$ cat src/rtl/fifo_stream_reader.sv
// Read-side master for a registered-boundary FIFO: credit-limited pops, fixed-latency capture into a
// skid buffer, valid/ready output. Optional transfer counter enabled by FIFO_STREAM_READER_STATS_EN.
module fifo_stream_reader #(
   parameter int DWIDTH    = 16,
   parameter int UWIDTH    = 5,
   parameter int LATENCY   = 2,
   parameter int BUF_DEPTH = 4
) (
   input  logic              clk_i,
   input  logic              srst_n_i,
   input  logic [DWIDTH-1:0] q_i,
   input  logic [UWIDTH-1:0] usedw_i,
   output logic              rdreq_o,
   output logic [DWIDTH-1:0] m_data_o,
   output logic              m_valid_o,
`ifdef FIFO_STREAM_READER_STATS_EN
   output logic [31:0]       words_cnt_o,
`endif
   input  logic              m_ready_i
);
   localparam int PW = $clog2(BUF_DEPTH);
   localparam int CW = PW + 1;
   localparam int KW = ((UWIDTH > CW) ? UWIDTH : CW) + 1;

   logic [LATENCY-1:0] pend_q, pend_d;
   logic [PW-1:0]      wr_ptr_q, wr_ptr_d;
   logic [PW-1:0]      rd_ptr_q, rd_ptr_d;
   logic [CW-1:0]      buf_cnt_q, buf_cnt_d;
   logic [DWIDTH-1:0]  mem_q [BUF_DEPTH];
   logic [CW-1:0]      inflight;
   logic               issue;
   logic               capture;
   logic               xfer;

   always_comb begin
      inflight = '0;
      for (int i = 0; i < LATENCY; i++) begin
         inflight = inflight + CW'(pend_q[i]);
      end
   end

   // Credit counts words already buffered plus words still travelling back from the FIFO.
   assign issue   = (KW'(usedw_i) > KW'(inflight)) &&
                    ((KW'(buf_cnt_q) + KW'(inflight)) < KW'(BUF_DEPTH));
   assign rdreq_o = srst_n_i && issue;

   assign capture   = pend_q[LATENCY-1];
   assign m_valid_o = (buf_cnt_q != '0);
   assign xfer      = m_valid_o && m_ready_i;
   assign m_data_o  = m_valid_o ? mem_q[rd_ptr_q] : '0;

   always_comb begin
      pend_d    = (pend_q << 1) | LATENCY'(rdreq_o);
      wr_ptr_d  = wr_ptr_q + PW'(capture);
      rd_ptr_d  = rd_ptr_q + PW'(xfer);
      buf_cnt_d = buf_cnt_q + CW'(capture) - CW'(xfer);
   end

   always_ff @(posedge clk_i) begin
      if (!srst_n_i) begin
         pend_q    <= '0;
         wr_ptr_q  <= '0;
         rd_ptr_q  <= '0;
         buf_cnt_q <= '0;
      end else begin
         pend_q    <= pend_d;
         wr_ptr_q  <= wr_ptr_d;
         rd_ptr_q  <= rd_ptr_d;
         buf_cnt_q <= buf_cnt_d;
      end
   end

   // Buffer storage is left unreset; the output mux hides stale contents while empty.
   always_ff @(posedge clk_i) begin
      if (capture) begin
         mem_q[wr_ptr_q] <= q_i;
      end
   end

`ifdef FIFO_STREAM_READER_STATS_EN
   logic [31:0] words_cnt_q, words_cnt_d;

   always_comb begin
      words_cnt_d = words_cnt_q + 32'(xfer);
   end

   always_ff @(posedge clk_i) begin
      if (!srst_n_i) begin
         words_cnt_q <= '0;
      end else begin
         words_cnt_q <= words_cnt_d;
      end
   end

   assign words_cnt_o = words_cnt_q;
`endif

endmodule

$ cat config.mk
export PLATFORM = sky130hd
export DESIGN_NAME = fifo_stream_reader
export DESIGN_NICKNAME = d
export VERILOG_FILES = /design/src/rtl/fifo_stream_reader.sv
export SDC_FILE = /design/constraint.sdc
export NUM_CORES = 1
export LEC_CHECK = 0
export ABC_AREA = 1
export CORE_MARGIN = 3
export CORE_UTILIZATION = 25
export CTS_CLUSTER_DIAMETER = 120
export DETAILED_ROUTE_END_ITERATION = 10
export PLACE_DENSITY = 0.49
export REMOVE_ABC_BUFFERS = 1
export SYNTH_ARGS = -nofsm -noshare
export SYNTH_HDL_FRONTEND = slang
export SYNTH_SLANG_ARGS = --single-unit
$ cat constraint.sdc
create_clock -name clk_i -period 4.55 [get_ports clk_i]
set_input_delay 1.365 -clock clk_i [delete_from_list [all_inputs] [get_ports clk_i]]
set_output_delay 1.365 -clock clk_i [all_outputs]
set_load 0.01 [all_outputs]
Yosys cells after proc, flatten, opt, wreduce, memory -nomap -nowiden
Memory sizes are Yosys's and may differ from the RTL's. A register that Yosys moved wholly into a read port is not among the register bits.
Index checks and enable logic that the tools add are counted.

storage, ports and cells
  register bits after elaboration = 9
  bits in latches = 0
  memory bits (writable) = 64
  bits in read-only memories = 0
  output and inout port bits = 18
  logic and storage cells = 22
  memories = 1

memories
  memory  words  width  read ports  clocked after Yosys merged registers in  wr ports  RTL line  RTL
  mem_q   4      16     1           1                                        1         29        logic [DWIDTH-1:0] mem_q [BUF_DEPTH];

cells by class
  $add $sub $neg = 6
  multipliers = 0
  divide/modulo/power cells = 0
  $lt $le $gt $ge = 2
  eq/ne operators = 0
  shifts and indexed selects = 0
  mux-type cells = 4
  bitwise operators = 1
  reduce and logical (&&, ||, !) cells = 4

operator list
  cell                                                                   number
  16-bit 2-to-1 mux                                                      1
  5-bit by 2-bit > comparator with 1-bit output                          1
  2-bit by 1-bit adder with 2-bit output                                 2
  3-bit by 2-bit adder with 4-bit output                                 1
  4-bit by 3-bit < comparator with 1-bit output (second input constant)  1
  3-bit by 1-bit adder with 3-bit output                                 1
  1-bit logical AND                                                      3
  3-bit nonzero test                                                     1
  3-bit by 1-bit subtractor with 3-bit output                            1
  1-bit by 1-bit adder with 2-bit output                                 1
  1-bit 2-to-1 mux                                                       2
  2-bit 2-to-1 mux                                                       1
  2-bit by 1-bit OR with 2-bit output                                    1

Logic depth before layout (Yosys ltp)
  word-level depth = 6
  mapped depth = 10

Worst setup path after synthesis
OpenSTA, ideal clock, no wires.

  kind = input to output
  from = input usedw_i[0]
  to = output rdreq_o
  arrival = 2006 ps
  path slack = 1179 ps
  stages on the path = 5
  buffers on the path = 0
  cell sequence = inv_1 > ha_1 > nand3_1 > nand2_1 > a21oi_1

between the ends
  cells in the longest elaborated chain, start to end = 3

RTL lines
  element                                        RTL line  RTL
  start: declaration                             12        input logic [UWIDTH-1:0] usedw_i,
  5-bit by 2-bit > comparator with 1-bit output  43        assign issue = (KW'(usedw_i) > KW'(inflight)) &&
  1-bit logical AND                              43
  1-bit logical AND                              45        assign rdreq_o = srst_n_i && issue;
  end: declaration                               13        output logic rdreq_o,

Every way passes these cells.

Final worst setup path
  from = input usedw_i[1]
  to = output rdreq_o

Same word-level chain as after synthesis.

==> impl_metrics.py <==
metrics = {
    "timing": {
        "period_needed_ns": 4.32,
        "finalHoldViolCount": 0,
        "fmax_mhz": 232,
        "holdWs_ns": 0.483,
        "setup_tns_ns": 0,
        "max-slew-margin-rel_pct": 48.8,
        "fin_crit_sh_pct": 94.8,
        "grt_setup_unrepaired": "false",
        "finalSetupViolations": 0,
        "slew_viol_final": 0,
        "tightest_slew_ns": 0.766,
        "fin_skew_ns": 0.00646,
        "fin_ws_ns": 0.234,
    },
    "grt": {
        "antenna_found_initial": 0,
        "overflow": 0,
        "grt_pass1_vias": 2014,
        "grt_pass1_wl_um": 10000,
        "grtUsageTotal_pct": 10.0,
        "grt_max_degree": 33,
    },
    "clock_network": {
        "cts_tree": "built",
        "cts_sinks": 73,
        "clk_latency_ns": 0.32,
        "cts-root-buf": "clkbuf_16",
        "cts_max_level": 3,
        "cts_made_buffers": 9,
        "postCtsHoldBufs": 0,
        "ctsResizeCount": 0,
        "cts_max_path_buffers": 2,
        "postCtsSetupRepairBufs": 0,
        "path_clk_slew_ns": 0.06,
    },
    "place": {
        "dp_hpwl_um": 3910,
        "place_ws_ns": 0.231,
        "gp_congestion": 0.670,
        "io_buffers": 41,
    },
    "worst_setup_path": {
        "cp_slowest_cell": "clkdlybuf4s50_1",
        "cp_top_family": "buffers and inverters",
        "path_cells": "clkdlybuf4s50_1 -> inv_1 -> or2_2 -> nand2_1 -> nand2_1 -> a21oi_1 -> clkdlybuf4s50_1",
        "reg2reg_depth": 10,
        "arrival_ns": 2.95,
        "critPathRequiredTime_ns": 3.18,
        "rr_endpoint": "buf_cnt_q[2]$_SDFF_PN0_",
        "rrSetupSlack_ns": 2.65,
        "max_stage_delay_ns": 0.55,
        "crit_fanout": 2,
        "r2r-start": "buf_cnt_q[1]$_SDFF_PN0_",
        "worst-path-buf-inv": 3,
        "start_kind": "input pin",
        "path_class": "in -> out",
        "critPathCaptureType": "output port",
    },
    "logic_synthesis": {
        "synthesis.instances": 257,
        "synth_area_um2": 3020,
        "ys_top_cells_by_area": "edfxtp_1 64%, nor2_1 8.6%, dfxtp_1 6.0%, o21ai_1 5.0%, a21oi_1 3.5%",
        "ys_ff_latch": 73,
        "yosysWarnings": 0,
        "synth_top_area_share_pct": 63.7,
        "synth_top_area_cell": "edfxtp_1",
        "yosysUniqueCellTypes": 22,
        "synth_area_per_cell_um2": 11.7,
        "ys_seq_area_share_pct": 69.7,
    },
    "floorplanning": {
        "row_count": 39,
        "dieWidth_um": 116,
        "io_pins": 42,
        "start_util_pct": 26.0,
        "die-area_um2": 13400,
        "fp.dieH_um": 116,
        "core_area_um2": 11600,
    },
    "worst_hold_path": {
        "hold_class": "reg -> reg",
        "hold_start": "pend_q[0]$_SDFF_PN0_",
        "whs_endpoint": "pend_q[1]$_SDFF_PN0_",
        "hold_path_depth": 2,
    },
    "layout": {
        "layout.nets": 335,
        "areaGrowthSynthToFinish_pct": 27.8,
        "diodes": 0,
        "fin_util_pct": 33.2,
        "drive_above_1_share_pct": 8.74,
    },
    "routing": {
        "drtIter0Drc": 86,
        "drc_errors": 0,
        "ant_nets": 0,
        "wl_per_cell_um": 13.8,
        "firstDrtPassIters": 5,
        "totalWireLength_um": 6250,
        "num_vias": 1952,
        "via_per_inst": 4.32,
    },
    "outcome": {
        "status": "finished, final reports clean",
    },
    "power_and_ir_drop": {
        "p_per_area_nw_per_um2": 534,
        "p_leak_nw": 1.37,
        "irDropWorstVdd_mv": 0.181,
    },
    "flow_run": {
        "maxCapViolCount": 0,
    },
}
-- layout by cell type (no fill, tap or decap), drive strengths merged, types with 3 or more instances in the layout --
cell type	n
nand3	6
clkinv	3
buf	6
dfxtp	9
o21ai	34
clkdlybuf4s50	41
nand2	10
inv	17
edfxtp	64
nor2	69
ha	6
clkbuf	12
a21oi	21
nor3	5
-- worst max path at each step --
stage          cells after the start       to  slack (ns)       start
2_1_floorplan                      5  rdreq_o        1.18  usedw_i[0]
3_3_place_gp                       7  rdreq_o        0.24  usedw_i[0]
3_5_place_dp                       7  rdreq_o        0.23  usedw_i[0]
4_1_cts                            7  rdreq_o        0.22  usedw_i[0]
5_1_grt                            9  rdreq_o        0.11  usedw_i[0]
6_report                           7  rdreq_o        0.23  usedw_i[1]
-- routing by layer --
layer,share of wire [%],up-vias,global-route usage [%]
met1,45,915,12.3
met4,1.3,0,3.94
li1,-,990,-
met5,0,-,0
met3,4.1,8,2.51
met2,50,39,17.0
-- Yosys cell counts --
master    instances
ha_1              6
xnor2_1           1
a21oi_1          21
inv_2             2
xor2_1            1
nor3_1            5
or2_2             1
nand2_2           1
nand4_1           1
nand2_1           9
buf_6             6
nand3_1           6
edfxtp_1         64
o21ai_1          30
dfxtp_1           9
fa_1              1
nor2_1           69
o21ai_0           4
buf_2             4
inv_1            14
inv_4             1
buf_4             1
-- state kept, by name, indices dropped and copies added (netlist names) --
name,count
mem_q,64
buf_cnt_q,3
pend_q,2
rd_ptr_q,2
wr_ptr_q,2
-- power by group --
| part | leakage, nW | internal (mW) | switching [mW] |
|---|---|---|---|
| clock | 0.138 | 0.421 | 0.239 |
| sequential | 0.654 | 0.775 | 0.0426 |
| combinational | 0.578 | 0.267 | 0.318 |
-- cells by family (layout without fill, tap and decap cells) --
logic type	after synthesis	in the layout	synth area share, %
adders and majority gates	7	7	3.15
buffers and inverters	28	80	5.35
and+or+nand+nor	92	92	12.1
xor gates and xnor gates	2	2	0.581
AOI/OAI and AO/OA	55	55	9.12
DFF	73	73	69.7
-- worst min-delay path, delay by kind of cell, from the launching register on --
| kind | cells | cell delay [ns] |
|---|---|---|
| DFF | 1 | 0.33 |
| and+or+nand+nor | 1 | 0.07 |
| buffers and inverters | 1 | 0.04 |
-- per-stage QoR --
stage               std cells  instance area [um2]  total power [mW]
floorplan                 246                 2920              1.12
global route              452                 3860              2.20
global placement          436                 3580              1.43
detailed placement        436                 3580              1.43
finish                    452                 3860              2.06
CTS                       452                 3860              2.10
-- final cells by class --
class,instances,area (um2)
Fill cell,1163,7760
Sequential cell,73,2100
Multi-Input combinational cell,156,774
Timing Repair Buffer,47,455
Clock buffer,12,236
Tap cell,143,179
Inverter,17,66.3
Clock inverter,4,43.8
Note: power is estimated with default switching activity, not from simulation.
